## src/rtl/issue_ctrl.sv

```systemverilog
// In-order issue controller: tracks in-flight destination registers in a small FIFO,
// stalls on RAW hazards or a full FIFO, and trims younger entries on a flush.
module issue_ctrl #(
  parameter int REG_CNT        = 32,
  parameter int REG_ADDR_WIDTH = $clog2(REG_CNT),
  parameter int DEPTH          = 4
) (
  input  logic                      clk,
  input  logic                      rst,
  input  logic                      issue_valid,
  input  logic [REG_ADDR_WIDTH-1:0] issue_rd,
  input  logic [REG_ADDR_WIDTH-1:0] issue_rs1,
  input  logic [REG_ADDR_WIDTH-1:0] issue_rs2,
  input  logic                      issue_uses_rs1,
  input  logic                      issue_uses_rs2,
  input  logic                      issue_writes_rd,
  input  logic                      exec_idle,
  output logic                      issue_ready,
  input  logic                      retire_valid,
  input  logic                      flush,
  output logic [$clog2(DEPTH):0]    inflight_cnt,
  output logic [REG_ADDR_WIDTH-1:0] head_rd,
  output logic [REG_CNT-1:0]        busy_mask,
  output logic                      stall_raw,
  output logic                      stall_full,
  output logic                      err_underflow
);

  localparam int PTR_W = $clog2(DEPTH);
  localparam int CNT_W = PTR_W + 1;

  logic [REG_ADDR_WIDTH-1:0] entry_rd_q [DEPTH];
  logic [REG_ADDR_WIDTH-1:0] entry_rd_d [DEPTH];
  logic [DEPTH-1:0]          entry_wr_q, entry_wr_d;
  logic [PTR_W-1:0]          head_q, head_d, tail_q, tail_d;
  logic [CNT_W-1:0]          count_q, count_d;
  logic                      err_q, err_d;

  logic [DEPTH-1:0]   entry_valid;
  logic [REG_CNT-1:0] busy_raw;
  logic               raw, full, nonempty, fire, pop;

  // An entry is live when its distance from head is below the occupancy count.
  always_comb begin
    entry_valid = '0;
    busy_raw    = '0;
    for (int i = 0; i < DEPTH; i++) begin
      entry_valid[i] = {1'b0, PTR_W'(i) - head_q} < count_q;
      if (entry_valid[i] && entry_wr_q[i])
        busy_raw[entry_rd_q[i]] = 1'b1;
    end
  end

  always_comb begin
    nonempty    = count_q != '0;
    full        = count_q == CNT_W'(DEPTH);
    raw         = (issue_uses_rs1 & busy_raw[issue_rs1]) |
                  (issue_uses_rs2 & busy_raw[issue_rs2]);
    issue_ready = !rst & exec_idle & !flush & !raw & !full;
    fire        = issue_valid & issue_ready;
    pop         = retire_valid & nonempty;

    stall_raw     = !rst & issue_valid & raw;
    stall_full    = !rst & issue_valid & full;
    busy_mask     = rst ? '0 : busy_raw;
    inflight_cnt  = rst ? '0 : count_q;
    head_rd       = (!rst && nonempty) ? entry_rd_q[head_q] : '0;
    err_underflow = err_q;
  end

  always_comb begin
    head_d     = head_q;
    tail_d     = tail_q;
    count_d    = count_q;
    err_d      = err_q;
    entry_rd_d = entry_rd_q;
    entry_wr_d = entry_wr_q;

    if (fire) begin
      entry_rd_d[tail_q] = issue_rd;
      entry_wr_d[tail_q] = issue_writes_rd & (issue_rd != '0);
    end

    if (retire_valid && !nonempty)
      err_d = 1'b1;

    // Flushing head survives unless it also retires this cycle; fire is blocked here.
    if (flush && nonempty) begin
      tail_d = head_q + PTR_W'(1);
      if (retire_valid) begin
        head_d  = head_q + PTR_W'(1);
        count_d = '0;
      end else begin
        count_d = CNT_W'(1);
      end
    end else begin
      if (fire) tail_d = tail_q + PTR_W'(1);
      if (pop)  head_d = head_q + PTR_W'(1);
      count_d = count_q + CNT_W'(fire) - CNT_W'(pop);
    end
  end

  always_ff @(posedge clk) begin
    if (rst) begin
      head_q     <= '0;
      tail_q     <= '0;
      count_q    <= '0;
      err_q      <= 1'b0;
      entry_wr_q <= '0;
      for (int i = 0; i < DEPTH; i++) entry_rd_q[i] <= '0;
    end else begin
      head_q     <= head_d;
      tail_q     <= tail_d;
      count_q    <= count_d;
      err_q      <= err_d;
      entry_wr_q <= entry_wr_d;
      for (int i = 0; i < DEPTH; i++) entry_rd_q[i] <= entry_rd_d[i];
    end
  end

endmodule

```

## config.mk

```make
export PLATFORM = sky130hd
export DESIGN_NAME = issue_ctrl
export DESIGN_NICKNAME = d
export VERILOG_FILES = /design/src/rtl/issue_ctrl.sv
export SDC_FILE = /design/constraint.sdc
export NUM_CORES = 1
export LEC_CHECK = 0
export CORE_MARGIN = 5
export CORE_UTILIZATION = 33
export CTS_CLUSTER_SIZE = 40
export DETAILED_ROUTE_END_ITERATION = 12
export REMOVE_ABC_BUFFERS = 1
export SYNTH_ARGS = -nofsm -noshare
export SYNTH_HDL_FRONTEND = slang
export SYNTH_SLANG_ARGS = --single-unit
```

## constraint.sdc

```tcl
create_clock -name clk -period 6.15 [get_ports clk]
set_clock_uncertainty 0.1 [all_clocks]
set_input_delay 1.23 -clock clk [delete_from_list [all_inputs] [get_ports clk]]
set_output_delay 1.23 -clock clk [all_outputs]
set_load 0.02 [all_outputs]
```

==> flow_summary.toml, run 1 <==
[outcome]
outcome = "completed"

[worst_setup_path]
crit_path_start = "head_q[1]"
critical_path.max_fanout = 8
critPathCaptureType = "output pin"
worst_ep_arrival_time_ns = 4.56
worst-r2r-cell-count = 20
worstSetupStartpointType = "flip-flop"
regToRegEndpoint = "count_q[2]"
timing_worst_setup_path_type = "reg2out"
critical_register_to_register_path_startpoint = "head_q[1]"
required_ns = 4.82
reg2reg_setup_slack_ns = 1.08

[place]
dpl.cell_count = 661
dp_hpwl_microns = 11300
routabilityCongestion = 0.900
port_buffers = 67

[cts]
tritoncts_clock_tree = "built"
cts_root_buffer = "clkbuf_16"
ctsHoldBuffers = 0
postCtsSetupBuffers = 0
tritoncts_num_sinks = 32
cts_repair_resize_count = 0
htree_levels = 2
clk_latency_ns = 0.27
cts_buffers = 5
clkSlewWorstSetupHoldPaths_ns = 0.05
ctsLongestPathBuffers = 2

[min_path]
min_from = "entry_wr_q[2]"
worst_hold_endpoint = "entry_wr_q[2]"
holdCritPathClass = "reg2reg"
worst_hold_path.num_cells = 2

[job]
drv_cap = 0

[grt]
grt.total_usage_pct = 21.5
grt_antenna_before_repair = 0
wire_length_of_the_first_global_routing_pass_microns = 22700
maximum_number_of_pins_on_one_net_before_global_route_repair = 32
grt_pass1_vias = 4032
gr-total-overflow = 0

[route]
detailroute.wirelength.met2_microns = 6640
top_routing_layer_in_use = "met4"
route.antenna.remaining_nets = 0
route.met3.wl_microns = 1390
drt-initial-drc-count = 384
route.vias.total = 4139
avgViaCountPerCell = 6.19
detail_route.first_pass.iterations = 10
drcViolationCount = 0
post_drt_wl_per_cell_microns = 22.1
met1Wirelength_microns = 6310
wirelength_microns = 14800

[timing]
final-max-slew-violation-count = 0
fin_crit_ns = 5.89
fin_worst_hold_slack_ns = 0.376
final_hold_viol_count = 0
rsz0062_at_grt = "no"
fmax_mhz = 170
total_negative_setup_slacks_ns = 0
layout_worst_path_cycle_share_pct = 95.8
headroom_to_the_max_slew_limit_pct = 38.4
timing_worst_slew_pin_value_ns = 0.923
timing.final.setup_violations = 0

[cells_and_area]
finish.cell_count_without_fillers = 669
antenna_cells_inserted = 0
fillers = 1152
layout-drive-gt1-share_pct = 11.2
layout.nets = 563
finish.utilization_pct = 41.9
area_growth_pct = 23.1

[floorplan]
die_area_sq_um = 13600
chipWidth_microns = 116
ios = 68
start_util_pct = 34.0
placement_rows = 38
core_area_sq_um = 11000
floorplan.die.height_microns = 116

[pwr]
max-vdd-ir-drop_v = 0.000197
power_frac_comb_pct = 41.7
fin_total_pwr_mw = 0.935
p_int_mw = 0.573
share_of_power_burned_in_the_clock_network_pct = 29.7
swShare_pct = 38.7
p_switching_mw = 0.362
power.density_cell_area_nw_per_um2 = 203
sequential_share_of_power_pct = 28.7
cellLeakagePower_nw = 1.49

[logic_synthesis]
synth.ff_latch_count = 32
synth_top_area_cell = "dfxtp_1"
yosys-top-cells-area = "dfxtp_1, o22ai_1, mux2_4, nor2_1, mux4_2"
synth_sequential_area_ratio_pct = 17.1
yosysTopAreaCellShare_pct = 17.1
syn_avg_cell_area_sq_um = 7.69
async_set_or_reset_register_ratio_after_synthesis_pct = 0
post_synth_num_cell_types = 63
netlist_instances = 486
dominant_synthesized_flop_cell = "dfxtp_1"
yosysWarningCount = 0
post_synth_instance_area_sq_um = 3740
synth_edf_count = 0
[layout by cell type, fill, tap and decap left out, drive strengths merged, types with 9 or more instances in the layout]
cell | Yosys | final
nor2 | 79 | 79
mux2 | 20 | 20
ha | 10 | 10
inv | 17 | 17
clkdlybuf4s50 | 0 | 66
nor3 | 19 | 19
nand3b | 15 | 15
mux4 | 10 | 10
and3 | 11 | 11
dfxtp | 32 | 32
o22ai | 52 | 52
nand2 | 24 | 24
nor2b | 28 | 28
nand3 | 9 | 9
o2111ai | 9 | 9
and2 | 10 | 10
[worst max-delay path by stage]
stage,end,slack [ns],cells past startpoint
6_report,stall_raw,0.26,13
5_1_grt,stall_raw,0.06,12
4_1_cts,stall_raw,0.33,12
3_5_place_dp,stall_raw,0.62,8
3_3_place_gp,stall_raw,0.63,8
2_1_floorplan,issue_ready,1.56,11
[synthesized netlist by cell type, types with 4 or more instances]
| master | count |
|---|---|
| clkbuf_1 | 20 |
| o21ai_0 | 6 |
| nand3b_1 | 15 |
| a21oi_1 | 6 |
| and3_4 | 4 |
| and3_1 | 7 |
| o32ai_1 | 6 |
| nor2b_1 | 28 |
| nand2b_1 | 6 |
| buf_2 | 9 |
| o2111ai_1 | 8 |
| mux2i_1 | 5 |
| a211o_1 | 5 |
| xnor2_1 | 4 |
| inv_1 | 17 |
| or3_1 | 6 |
| nand3_1 | 9 |
| nor3_1 | 19 |
| or4_1 | 4 |
| a221oi_1 | 4 |
| o22ai_1 | 51 |
| dfxtp_1 | 32 |
| ha_1 | 10 |
| or3b_2 | 6 |
| nand2_1 | 24 |
| buf_6 | 5 |
| buf_1 | 5 |
| mux2_4 | 20 |
| mux4_2 | 10 |
| a2111oi_0 | 4 |
| nor2_1 | 78 |
| and2_1 | 9 |
[flip-flops by register name, indices dropped and copies added, names as in the netlist]
name / cells
count_q: 3
err_underflow: 1
tail_q: 2
entry_wr_q: 4
entry_rd_q: 20
head_q: 2
[critical path, stage by stage (launching register included)]
cell,delay [ns]
dfxtp_1,0.51
xor2_1,0.23
inv_1,0.08
ha_1,0.27
nand2b_1,0.14
o2111ai_1,0.45
o22ai_1,0.41
nor2_1,0.10
mux4_2,0.46
or2_0,0.21
a311o_1,0.38
nand4_1,0.24
and3_1,0.19
clkdlybuf4s50_1,0.60
[area by class of cell]
cell class                 count  area [sq um]  area share [%]
multi-input combinational    397          2830            61.6
timing repair buffer          74           718            15.6
sequential                    32           641            13.9
tap                          140           175            3.81
clock buffer                   6           129            2.80
inverter                      18          67.6            1.47
clock inverter                 2          35.0           0.762
[metal layers]
layer	global-route usage, %	vias to the layer above
met5	0	-
met4	7.58	0
met3	3.42	42
met2	35.8	254
met1	28.2	1928
li1	-	1915
[power groups by stage]
stage          Combinational [mW]  Clock [mW]  Sequential (mW)
6_report                    0.390       0.277            0.268
5_1_grt                     0.434       0.291            0.274
4_1_cts                     0.388       0.282            0.268
3_5_place_dp                0.386           0            0.272
3_3_place_gp                0.377           0            0.272
2_1_floorplan               0.249           0            0.274
[kinds of logic after synthesis]
logic type | Yosys count | synth area share, %
and+or+nand+nor | 230 | 32.8
AOI/OAI and AO/OA | 116 | 22.5
buffers and inverters | 57 | 7.03
muxes | 35 | 15.4
DFF | 32 | 17.1
adders and majority gates | 11 | 3.88
xor gates and xnor gates | 5 | 1.17
[metrics by stage]
stage	instance area (sq um)	worst slack [ns]
3_5_place_dp	4440	0.624
5_1_grt	4600	0.0641
2_1_floorplan	3540	1.56
4_1_cts	4600	0.335
6_report	4600	0.256
3_3_place_gp	4440	0.630
(Power assumes the default switching activity.)
==> inputs of run 2 (changes only) <==
==> constraint.sdc (replaced) <==
create_clock -name clk -period 6.4 [get_ports clk]
set_clock_uncertainty 0.1 [all_clocks]
set_input_delay 1.28 -clock clk [delete_from_list [all_inputs] [get_ports clk]]
set_output_delay 1.28 -clock clk [all_outputs]
set_load 0.02 [all_outputs]
==> run 2 against run 1 <==
Final cell count fell by 0.45%. Power shrank 7.2%. Clock power shrank 15%. Worst setup slack gained 0.17 ns. Sequential share of layout area increased by 0.12 points. Routed wire length shrank 4.7%. Hold slack worse by 0.0027 ns. Critical path depth unchanged. Via count shrank 0.24%. Critical path type unchanged. First-iteration DRC count is 14% higher. Utilization fell by 0.36 points.
==> flow_summary.toml, run 2 (synthesis results as in run 1) <==
[floorplan]
core_area_sq_um = 11000
die_area_sq_um = 13600
ios = 68
placement_rows = 38
floorplan.die.height_microns = 116
chipWidth_microns = 116
start_util_pct = 34.0

[pwr]
max-vdd-ir-drop_v = 0.000231
cellLeakagePower_nw = 1.47
power.density_cell_area_nw_per_um2 = 190
fin_total_pwr_mw = 0.868

[cts]
htree_levels = 2
cts_repair_resize_count = 0
postCtsSetupBuffers = 0
ctsLongestPathBuffers = 2
clkSlewWorstSetupHoldPaths_ns = 0.05
cts_root_buffer = "clkbuf_16"
cts_buffers = 5
ctsHoldBuffers = 0
tritoncts_num_sinks = 32
tritoncts_clock_tree = "built"
clk_latency_ns = 0.27

[timing]
total_negative_setup_slacks_ns = 0
fin_worst_hold_slack_ns = 0.374
final_hold_viol_count = 0
fin_crit_ns = 5.97
headroom_to_the_max_slew_limit_pct = 39.4
layout_worst_path_cycle_share_pct = 93.3
rsz0062_at_grt = "no"
timing.final.setup_violations = 0
timing_worst_slew_pin_value_ns = 0.908
layout_setup_ws_ns = 0.431
final-max-slew-violation-count = 0
fmax_mhz = 168

[grt]
gr-total-overflow = 0
maximum_number_of_pins_on_one_net_before_global_route_repair = 49
wire_length_of_the_first_global_routing_pass_microns = 21700
grt_pass1_vias = 4020
grt.total_usage_pct = 20.4
grt_antenna_before_repair = 0

[cells_and_area]
area_growth_pct = 22.0
layout.cell_area.non_filler_sq_um = 4560
layout.cells.most_common_list = "nor2_1, clkdlybuf4s50_1, o22ai_1"
antenna_cells_inserted = 0
finish.utilization_pct = 41.5
finish.cell_count_without_fillers = 666
fillers = 1156
flip_flop_count_of_the_largest_register_all_copies_and_words_added = 20
layout-drive-gt1-share_pct = 10.5
top_register = "entry_rd_q"
mostFrequentLayoutCell = "nor2_1"
layout.nets = 560
largest_registers = "entry_rd_q x20, entry_wr_q x4, count_q x3"

[place]
post_dp_cell_area_sq_um = 4410
dp_hpwl_microns = 10700
place_ws_ns = 0.757
dpl.cell_count = 658
port_buffers = 67
routabilityCongestion = 0.933

[route]
drt-initial-drc-count = 436
drcViolationCount = 0
detail_route.first_pass.iterations = 6
route.antenna.remaining_nets = 0
route.vias.total = 4129
avgViaCountPerCell = 6.20
wirelength_microns = 14100
post_drt_wl_per_cell_microns = 21.2

[worst_setup_path]
timing_worst_setup_path_type = "reg2out"
worstSetupStartpointType = "flip-flop"
required_ns = 5.02
worst_ep_arrival_time_ns = 4.59
critical_path.max_fanout = 8
critPathCaptureType = "output pin"

[outcome]
outcome = "completed"

[min_path]
holdCritPathClass = "reg2reg"

[job]
drv_cap = 0
## run 2: report_power, final
part	total [mW]	leakage, nW	switching [mW]	internal (mW)
registers	0.259	0.259	0.0358	0.223
clock network	0.235	0.0712	0.0799	0.155
logic	0.374	1.14	0.228	0.146
## run 2: routing by layer
layer,part of all wire (%),track usage [%],vias up,wire length (microns)
met4,3.0,7.73,0,425
met5,0,0,-,0
li1,-,-,1904,-
met1,44,28.0,1919,6150
met2,44,32.3,261,6140
met3,9.8,3.01,45,1390
## run 2: layout make-up
class,count,area (sq um),area share [%]
multi-input combinational,397,2830,62.2
clock buffer,8,146,3.21
inverter,18,67.6,1.48
tap,140,175,3.84
timing repair buffer,71,696,15.3
sequential,32,641,14.1
## run 2: final timing paths
path | startpoint | to | slack [ns] | depth (start not counted)
setup / recovery | head_q[1] | stall_raw | 0.43 | 13
hold / removal | err_underflow | err_underflow | 0.37 | 2
setup reg to reg | head_q[1] | count_q[2] | 1.33 | 19
hold reg to reg | err_underflow | err_underflow | 0.37 | 2
## run 2: critical path, stage by stage (launching register included)
cell	delay (ns)
dfxtp_1	0.52
xor2_1	0.23
inv_1	0.10
ha_1	0.28
nand2b_1	0.14
o2111ai_1	0.44
o22ai_1	0.39
nor2_1	0.10
mux4_2	0.47
or2_0	0.20
a311o_1	0.38
nand4_1	0.25
and3_1	0.20
clkdlybuf4s50_1	0.60
